### config.mk
export PLATFORM = sky130hd
export DESIGN_NAME = uart_tx_arbiter
export DESIGN_NICKNAME = d
export VERILOG_FILES = /design/src/rtl/uart_tx_arbiter.sv
export SDC_FILE = /design/constraint.sdc
export NUM_CORES = 1
export LEC_CHECK = 0
export ABC_AREA = 1
export BUFFER_PORTS_ARGS = -buffer_cell sky130_fd_sc_hd__buf_2
export CAP_MARGIN = 15
export CORE_ASPECT_RATIO = 0.6
export CORE_UTILIZATION = 45
export DETAILED_ROUTE_END_ITERATION = 12
export PLACE_DENSITY = 0.89
export SLEW_MARGIN = 20
export SYNTH_ARGS = -nofsm -noshare
export SYNTH_HDL_FRONTEND = slang
export SYNTH_SLANG_ARGS = --single-unit
### constraint.sdc
create_clock -name clk -period 1.5 [get_ports clk]
set_input_delay 0.3 -clock clk [delete_from_list [all_inputs] [get_ports clk]]
set_output_delay 0.3 -clock clk [all_outputs]
set_load 0.05 [all_outputs]
### src/rtl/uart_tx_arbiter.sv
// Packet-level round-robin arbiter sharing one uart_tx byte port between NUM_REQ requesters.
// Optionally prefixes each packet with a source-ID header byte and force-releases at MAX_LEN beats.
module uart_tx_arbiter #(
    parameter int         NUM_REQ   = 4,
    parameter bit         ID_HEADER = 1'b1,
    parameter logic [7:0] ID_BASE   = 8'h30,
    parameter int         MAX_LEN   = 16
) (
    input  logic                 clk,
    input  logic                 reset,
    input  logic [NUM_REQ-1:0]   req_valid,
    input  logic [8*NUM_REQ-1:0] req_data,
    input  logic [NUM_REQ-1:0]   req_last,
    output logic [NUM_REQ-1:0]   req_ready,
    output logic                 tx_valid,
    output logic [7:0]           tx_data,
    input  logic                 tx_ready,
    output logic [NUM_REQ-1:0]   grant,
    output logic                 busy,
    output logic                 trunc
);

    localparam int IDX_W = (NUM_REQ > 1) ? $clog2(NUM_REQ) : 1;

    typedef enum logic [1:0] {S_IDLE, S_HEADER, S_DATA} state_e;

    state_e             state_q, state_d;
    logic [IDX_W-1:0]   idx_q, idx_d;
    logic [IDX_W-1:0]   ptr_q, ptr_d;
    logic [7:0]         cnt_q, cnt_d;
    logic               trunc_q, trunc_d;
    logic [IDX_W-1:0]   win;
    logic               found;
    logic [IDX_W-1:0]   idx_next;

    // Round-robin search starting at ptr_q; first valid requester wins.
    always_comb begin
        win   = ptr_q;
        found = 1'b0;
        for (int k = 0; k < NUM_REQ; k++) begin
            if (!found && req_valid[(int'(ptr_q) + k) % NUM_REQ]) begin
                win   = IDX_W'((int'(ptr_q) + k) % NUM_REQ);
                found = 1'b1;
            end
        end
    end

    assign idx_next = (idx_q == IDX_W'(NUM_REQ - 1)) ? '0 : idx_q + IDX_W'(1);

    always_comb begin
        state_d   = state_q;
        idx_d     = idx_q;
        ptr_d     = ptr_q;
        cnt_d     = cnt_q;
        trunc_d   = 1'b0;
        tx_valid  = 1'b0;
        tx_data   = '0;
        req_ready = '0;
        unique case (state_q)
            S_IDLE: begin
                if (found) begin
                    idx_d   = win;
                    cnt_d   = '0;
                    state_d = ID_HEADER ? S_HEADER : S_DATA;
                end
            end
            S_HEADER: begin
                tx_valid = 1'b1;
                tx_data  = ID_BASE + 8'(idx_q);
                if (tx_ready) state_d = S_DATA;
            end
            S_DATA: begin
                tx_valid         = req_valid[idx_q];
                tx_data          = req_data[8*idx_q +: 8];
                req_ready[idx_q] = tx_ready;
                if (req_valid[idx_q] && tx_ready) begin
                    cnt_d = cnt_q + 8'd1;
                    // A last beat landing exactly on MAX_LEN is a normal end, not a truncation.
                    if (req_last[idx_q] || cnt_d == 8'(MAX_LEN)) begin
                        state_d = S_IDLE;
                        ptr_d   = idx_next;
                        trunc_d = !req_last[idx_q];
                    end
                end
            end
            default: state_d = S_IDLE;
        endcase
    end

    always_ff @(posedge clk) begin
        if (reset) begin
            state_q <= S_IDLE;
            idx_q   <= '0;
            ptr_q   <= '0;
            cnt_q   <= '0;
            trunc_q <= 1'b0;
        end else begin
            state_q <= state_d;
            idx_q   <= idx_d;
            ptr_q   <= ptr_d;
            cnt_q   <= cnt_d;
            trunc_q <= trunc_d;
        end
    end

    assign busy  = (state_q != S_IDLE);
    assign grant = busy ? (NUM_REQ'(1) << idx_q) : '0;
    assign trunc = trunc_q;

endmodule

* Yosys cells after proc, flatten, opt, wreduce, memory -nomap -nowiden
Index checks and enable logic that the tools add are counted.
** Cells by class
- Add/sub/neg operators :: 6
- Order comparisons :: 6
- Equality and inequality tests :: 8
- Shifts and indexed selects :: 2
- Mux-type cells :: 37
- Bitwise gates (word level) :: 7
- Reductions and logical operators :: 21
** Operators with widths (count)
- $pmux 8 s2 :: 2
- $shiftx 32x6->8 :: 1
- $mux 2 :: 8
- $mux 8 :: 2
- $mux 1 :: 14
- $bmux 1 s2 :: 6
- $lt 3x4->1 const B :: 3
- $add 8x1->8 const B :: 1
- $eq 8x5->1 const B :: 1
- $mux 4 :: 2
- $ne 2x2->1 const B :: 4
- $add 6x2->7 const A :: 1
- $lt 2x3->1 const B :: 2
- $pmux 2 s3 :: 1
- $reduce_and 3->1 :: 2
- $reduce_or 2->1 :: 3
- $logic_and 1x1->1 :: 5
- $add 2x1->2 const B :: 2
- $add 2x2->2 const B :: 2
- $and 4x4->4 :: 1
- $eq 2x2->1 const B :: 2
- $logic_not 1->1 :: 4
- $reduce_and 4->1 :: 1
- $reduce_bool 2->1 :: 2
- other kinds (11) :: 15
** Storage, ports and cells
- Register bits :: 15
- Input port bits :: 43
- Output and inout port bits :: 19
- Word-level logic and storage cells :: 92

* Longest topological paths before layout
Gate-level depths: netlist of run 1.
- Depth after elaboration :: 16
- Gate-level depth with buffers :: 13

* Worst setup path before layout of run 1
OpenSTA, ideal clock, no wires.
- Kind :: flip-flop to output port
- Start :: register idx_q[0]
- End :: output tx_data[7]
- Arrival :: 1.812 ns
- Setup slack :: -0.612 ns
- Cell stages (with the launch flop) :: 7
- Buffers on the path :: 2
- Cell sequence :: dfxtp_1 buf_2 buf_2 nor2_1 nor2_1 o21ai_0 a21oi_1
** On the way
- Cells in the longest elaborated chain, start to end :: 2
** RTL lines
- start: declaration :: line 28 : logic [IDX_W-1:0] idx_q, idx_d;
- start signal: assignment :: line 99 : idx_q <= idx_d;
- $shiftx 32x6->8 :: line 74 : tx_data = req_data[8*idx_q +: 8];
- $pmux 8 s2 :: line 59 : unique case (state_q)
- end: declaration :: line 16 : output logic [7:0] tx_data,
Every way passes these cells.

* Worst setup path after layout of run 1
- Start :: register idx_q[0]
- End :: output tx_data[5]
** On the way
- Cells in the longest elaborated chain, start to end :: 2
- Elaborated cells between the ends (all ways) :: 3
- Those cells by class :: add/sub (1); shift (1); mux (1)
** RTL lines (line)
- $shiftx 32x6->8 / $add 6x2->7 (equally long branches) :: 74, 69
- $pmux 8 s2 (*) :: 59
Mark *: on every way between the ends. The rest lies on a longest branch, timed or not.

==> out/qor.yml, run 1 <==
clocking:
  clockBufferDepth: 2
  root_buffer: "clkbuf_8"
  ctsHoldBuffers: 0
  numCtsBuffers: 3
  tritoncts: "built"
  htree_num_levels: 1
  cts_sinks: 15
  clk_pin_slew_ns: 0.07
  clkLatencyLatePin_ns: 0.26
place:
  detailed_place_hpwl_mm: 4.03
  place.gp.congestion: 0.824
  port_buffers: 61
layout:
  syn_to_final_growth_pct: 82.4
  drive_gt1_share_pct: 63.9
  nets: 425
  final_cell_mix: "nand2_1 (43), buf_2 (43), nand2_2 (34)"
timing:
  worst_pin_slew_ns: 0.290
  fin_crit_sh_pct: 123
  max_clock_freq_ghz: 0.542
  rsz0062_at_grt: "true"
  setup_violations: 33
  skew_ns: 0.000792
  hold_viol: 0
  maxSlewHeadroom_pct: 80.6
  whs_ns: 0.438
  timing.final.max_slew_violations: 0
  min_period_ns: 1.85
  tns_ns: -6.85
  setup_ws_ns: -0.345
outcome:
  outcome: "finished, violations left"
  violations: "negative setup slack"
pwr:
  power.density_nw_per_um2: 1780
  leakagePower_uw: 0.00131
  ir_drop_mv: 1.51
synthesis:
  synth_edf_count: 0
  ys_types: 30
  synthArstFlopShare_pct: 0
  synth_top_area_cell: "dfxtp_1"
  ys_warn_count: 0
  synthesis.area_um2: 1660
  synth_top_area_share_pct: 18.1
  synth_cells: 277
  syn-num-nets: 330
  synth_seq_cells: 15
  synth_top_cells_by_area: "dfxtp_1 (18%), nand2_1 (13%), nor2_1 (11%), nand2_2 (8.3%), ha_1 (7.5%)"
  synth_ff_type: "dfxtp_1"
  seq_area_frac_synth_pct: 18.1
  syn_avg_cell_area_um2: 6.00
critical_path:
  path_class: "reg -> out"
  path_buf_inv: 2
  crit_chain: "buf_12, o21ai_0, o22ai_1, nand3_1, nand2_2, buf_8"
  start_kind: "flip-flop"
  cp_slowest_cell: "dfxtp_4"
  cp.arrival_ns: 1.55
  r2r_cells: 11
  rr_startpoint: "cnt_q[0]$_SDFFE_PP0P_"
  cp-end-kind: "output port"
  critical_path.top_delay_family: "flip-flops"
  reg2reg_slack_ns: -0.25
  cp_max_fo: 8
  required_ns: 1.20
  critPathMaxStageDelay_ns: 0.39
  rr_endpoint: "ptr_q[0]$_SDFFE_PP0P_"
die:
  rows: 16
  start_util_pct: 49.1
  die_area_um2: 3950
  coreArea_um2: 3380
  die_h_um: 49.1
  die_w_um: 80.5
  pin_count: 62
routing:
  wire_per_inst_um: 21.9
  vias: 2676
  drc: 0
  initialDrtViolationCount: 319
  ant_nets: 0
  via_per_inst: 6.42
  drt_first_pass_iters: 5
  wirelength_mm: 9.11
global_routing:
  grt_pass1_vias: 2272
  grt_max_degree: 14
  grt_pass1_wl_mm: 10.4
  antenna_found_initial: 0
  grt_use_total_pct: 34.4
  overflow: 0
min_path:
  hold_start: "reset"
  holdPathStages: 4
  hold_end: "idx_q[0]$_SDFFE_PP0P_"
  hold_path_class: "in -> reg"
job:
  maxCapViolations: 0
## per-layer routing
layer / up-vias / wire [µm] / GRT usage (%)
met2: 283 / 4010 / 57.1
met5: - / 0 / 0
met3: 108 / 1100 / 6.73
met1: 1209 / 3130 / 44.1
li1: 1076 / - / -
met4: 0 / 874 / 12.5
## cell type report
cell class | count | area (µm²)
well taps | 45 | 56.3
flip-flops and latches | 15 | 323
inverters | 33 | 150
fillers | 123 | 350
clock buffers | 4 | 45.0
multi-input cells | 219 | 1640
diodes | 1 | 2.50
repair buffers | 100 | 813
## Yosys cell counts, types with 8 or more instances
| cell | number |
|---|---|
| nand2_1 | 59 |
| nor2_1 | 47 |
| inv_1 | 28 |
| nand2_2 | 22 |
| o21ai_0 | 19 |
| nand3_1 | 18 |
| dfxtp_1 | 15 |
| a21oi_1 | 13 |
| ha_1 | 10 |
| a21oi_2 | 8 |
## cells by family (layout without fill, tap and decap cells)
group                    after synthesis  count (layout)  share of synthesized area, %
buffers and inverters                 43             137                          11.1
AND/OR/NAND/NOR                      156             156                          44.2
flip-flops                            15              15                          18.1
AO/OA/AOI/OAI                         50              50                          17.5
other                                  0               1                             0
XOR/XNOR                               3               3                          1.58
adder cells (fa/ha/maj)               10              10                          7.52
## registers in the layout, summed over array words and instances, names as in the netlist
name / cells
trunc: 1
cnt_q: 8
ptr_q: 2
state_q: 2
idx_q: 2
## metrics by stage
step / setup slack (ns) / std cells / utilization [%] / instance area (µm²) / total power [µW]
floorplan: -0.0256 / 277 / - / 1860 / 2690
global placement: -0.0738 / 397 / 69.0 / 2330 / 3300
detailed placement: -0.150 / 397 / 69.0 / 2330 / 3380
CTS: -0.246 / 407 / 79.2 / 2680 / 4300
global route: -0.400 / 416 / 89.6 / 3030 / 5540
finish: -0.345 / 417 / 89.6 / 3030 / 5410
## power by group
| part | internal, µW | leakage, µW | switching [µW] |
|---|---|---|---|
| Sequential | 489 | 0.000127 | 119 |
| Clock | 189 | 0.0000228 | 171 |
| Combinational | 1720 | 0.00116 | 2720 |
## repair_timing
item	4_1_cts	5_1_grt
cloned	1	0
setup endpoints to repair	32	33
buffers inserted	5	10
resized for setup	77	77
pin swaps	14	39
## how the worst max path moves through the flow
stage                       startpoint                    end  slack, ns  cells past startpoint
3_3_place_gp     idx_q[1]$_SDFFE_PP0P_             tx_data[6]      -0.07                      6
2_1_floorplan  state_q[1]$_SDFFE_PP0P_  idx_q[1]$_SDFFE_PP0P_      -0.03                      7
4_1_cts          idx_q[0]$_SDFFE_PP0P_               tx_valid      -0.25                      7
5_1_grt          idx_q[0]$_SDFFE_PP0P_             tx_data[5]      -0.40                      6
6_report         idx_q[0]$_SDFFE_PP0P_             tx_data[5]      -0.35                      6
3_5_place_dp     idx_q[1]$_SDFFE_PP0P_             tx_data[7]      -0.15                      6
## tightest hold or removal path, stage by stage
cell	delay [ns]
buf_2	0.09
inv_1	0.11
o21ai_0	0.11
nor2_1	0.05
(Power assumes the default switching activity.)
==> run 2: changes to the inputs <==
--- a/config.mk
+++ b/config.mk
@@ -10,6 +10,6 @@
 export CAP_MARGIN = 15
-export CORE_ASPECT_RATIO = 0.6
-export CORE_UTILIZATION = 45
+export CORE_ASPECT_RATIO = 2
+export CORE_UTILIZATION = 50
 export DETAILED_ROUTE_END_ITERATION = 12
-export PLACE_DENSITY = 0.89
+export PLACE_DENSITY = 0.93
 export SLEW_MARGIN = 20
==> constraint.sdc (replaced) <==
create_clock -name clk -period 1.9 [get_ports clk]
set_input_delay 0.38 -clock clk [delete_from_list [all_inputs] [get_ports clk]]
set_output_delay 0.38 -clock clk [all_outputs]
set_load 0.1 [all_outputs]
==> out/qor.yml, run 2 (synthesized netlist as in run 1, its figures left out) <==
place:
  place.gp.congestion: 0.920
  pre_cts_slack_ns: 0.128
  dpl_cell_area_um2: 2400
  port_buffers: 61
  detailed_place_hpwl_mm: 4.23
die:
  start_util_pct: 52.7
  rows: 29
  die_w_um: 42.8
  die_area_um2: 3570
  coreArea_um2: 3160
  die_h_um: 83.6
  pin_count: 62
global_routing:
  antenna_found_initial: 0
  grt_pass1_wl_mm: 8.47
  grt_max_degree: 26
  grt_use_total_pct: 30.4
  overflow: 0
  grt_pass1_vias: 2055
timing:
  skew_ns: 0.00155
  max_clock_freq_ghz: 0.526
  min_period_ns: 1.90
  fin_crit_sh_pct: 100
  tns_ns: -0.00223
  whs_ns: 0.486
  setup_violations: 1
  hold_viol: 0
  worst_pin_slew_ns: 0.487
  rsz0062_at_grt: "true"
  timing.final.max_slew_violations: 0
  setup_ws_ns: -0.00223
  maxSlewHeadroom_pct: 67.8
critical_path:
  start_kind: "flip-flop"
  path_class: "reg -> out"
  r2r_cells: 10
  required_ns: 1.52
  cp.arrival_ns: 1.52
  rr_startpoint: "cnt_q[1]$_SDFFE_PP0P_"
  cp_max_fo: 7
  cp-end-kind: "output port"
  reg2reg_slack_ns: 0.12
  rr_endpoint: "state_q[1]$_SDFFE_PP0P_"
routing:
  ant_nets: 0
  drt_first_pass_iters: 6
  vias: 2147
  wire_per_inst_um: 15.7
  initialDrtViolationCount: 115
  via_per_inst: 5.79
  wirelength_mm: 5.82
  drc: 0
outcome:
  outcome: "finished, violations left"
  violations: "negative setup slack"
pwr:
  ir_drop_mv: 1.05
  power_uw: 3680
  power.density_nw_per_um2: 1450
  leakagePower_uw: 0.00115
clocking:
  clockBufferDepth: 2
  ctsHoldBuffers: 0
  clk_pin_slew_ns: 0.06
  tritoncts: "built"
  cts_sinks: 15
  root_buffer: "clkbuf_8"
  htree_num_levels: 1
  clkLatencyLatePin_ns: 0.25
  numCtsBuffers: 3
layout:
  finalInstanceArea_um2: 2540
  fillers: 166
  top_register: "cnt_q"
  final_cell_mix: "nand2_1 (53), buf_2 (44), nor2_1 (39)"
  nets: 394
  drive_gt1_share_pct: 42.9
  antenna_cells: 0
  final_common_cell: "nand2_1"
  largest_reg_flops: 8
  syn_to_final_growth_pct: 52.9
min_path:
  holdPathStages: 2
  hold_end: "cnt_q[7]$_SDFFE_PP0P_"
  hold_start: "cnt_q[7]$_SDFFE_PP0P_"
  hold_path_class: "reg -> reg"
job:
  maxCapViolations: 0
## run 2: how the worst max path moves through the flow
stage                                        from         end  slack [ns]  cells after the start
final                       idx_q[1]$_SDFFE_PP0P_  tx_data[0]      -0.002                      6
after global placement    state_q[0]$_SDFFE_PP0P_  tx_data[2]        0.18                      5
after floorplan             idx_q[1]$_SDFFE_PP0P_    grant[1]       -0.07                      5
after global routing        idx_q[1]$_SDFFE_PP0P_  tx_data[0]        -0.1                      6
after CTS                   idx_q[1]$_SDFFE_PP0P_  tx_data[0]       0.006                      6
after detailed placement  state_q[0]$_SDFFE_PP0P_  tx_data[3]        0.13                      5
## run 2: where the power goes
part | internal [µW] | total (µW) | leakage, µW | switching (µW)
Clock | 149 | 256 | 0.0000228 | 107
Combinational | 1020 | 2980 | 0.000999 | 1960
Sequential | 374 | 449 | 0.000124 | 75.1
## run 2: what timing repair did
item	4_1_cts	5_1_grt
setup buffers	0	1
pin swaps	0	1
endpoints found under the setup margin	13	12
resized for setup	11	9
cloned	0	2
## run 2: layout make-up
cell class | count | area [µm²] | share of cell area (%)
clock buffers | 4 | 45.0 | 1.77
inverters | 33 | 138 | 5.41
multi-input cells | 219 | 1350 | 53.0
flip-flops and latches | 15 | 308 | 12.1
well taps | 31 | 38.8 | 1.53
repair buffers | 69 | 667 | 26.2
## run 2: per-stage QoR
step                      utilization (%)  std cells
after CTS                            78.9        368
final                                80.5        371
after global placement               76.1        364
after global routing                 80.5        371
after detailed placement             76.1        364
after floorplan                         -        277
## run 2: metal layers
metal | share of wire (%) | global-route usage [%] | routed length [µm] | vias to the layer above
met5 | 0 | 0 | 0 | -
met4 | 5.4 | 18.5 | 316 | 0
met3 | 6.0 | 2.16 | 349 | 31
met2 | 57 | 60.9 | 3340 | 121
met1 | 31 | 26.2 | 1810 | 986
li1 | - | - | - | 1009
## run 2: critical path, cell delays in order (launching register included)
cell and delay [ns]:
dfxtp_1 0.41, buf_6 0.16, o21ai_0 0.08, o22ai_1 0.16
nand2_1 0.12, a21oi_4 0.16, buf_12 0.19
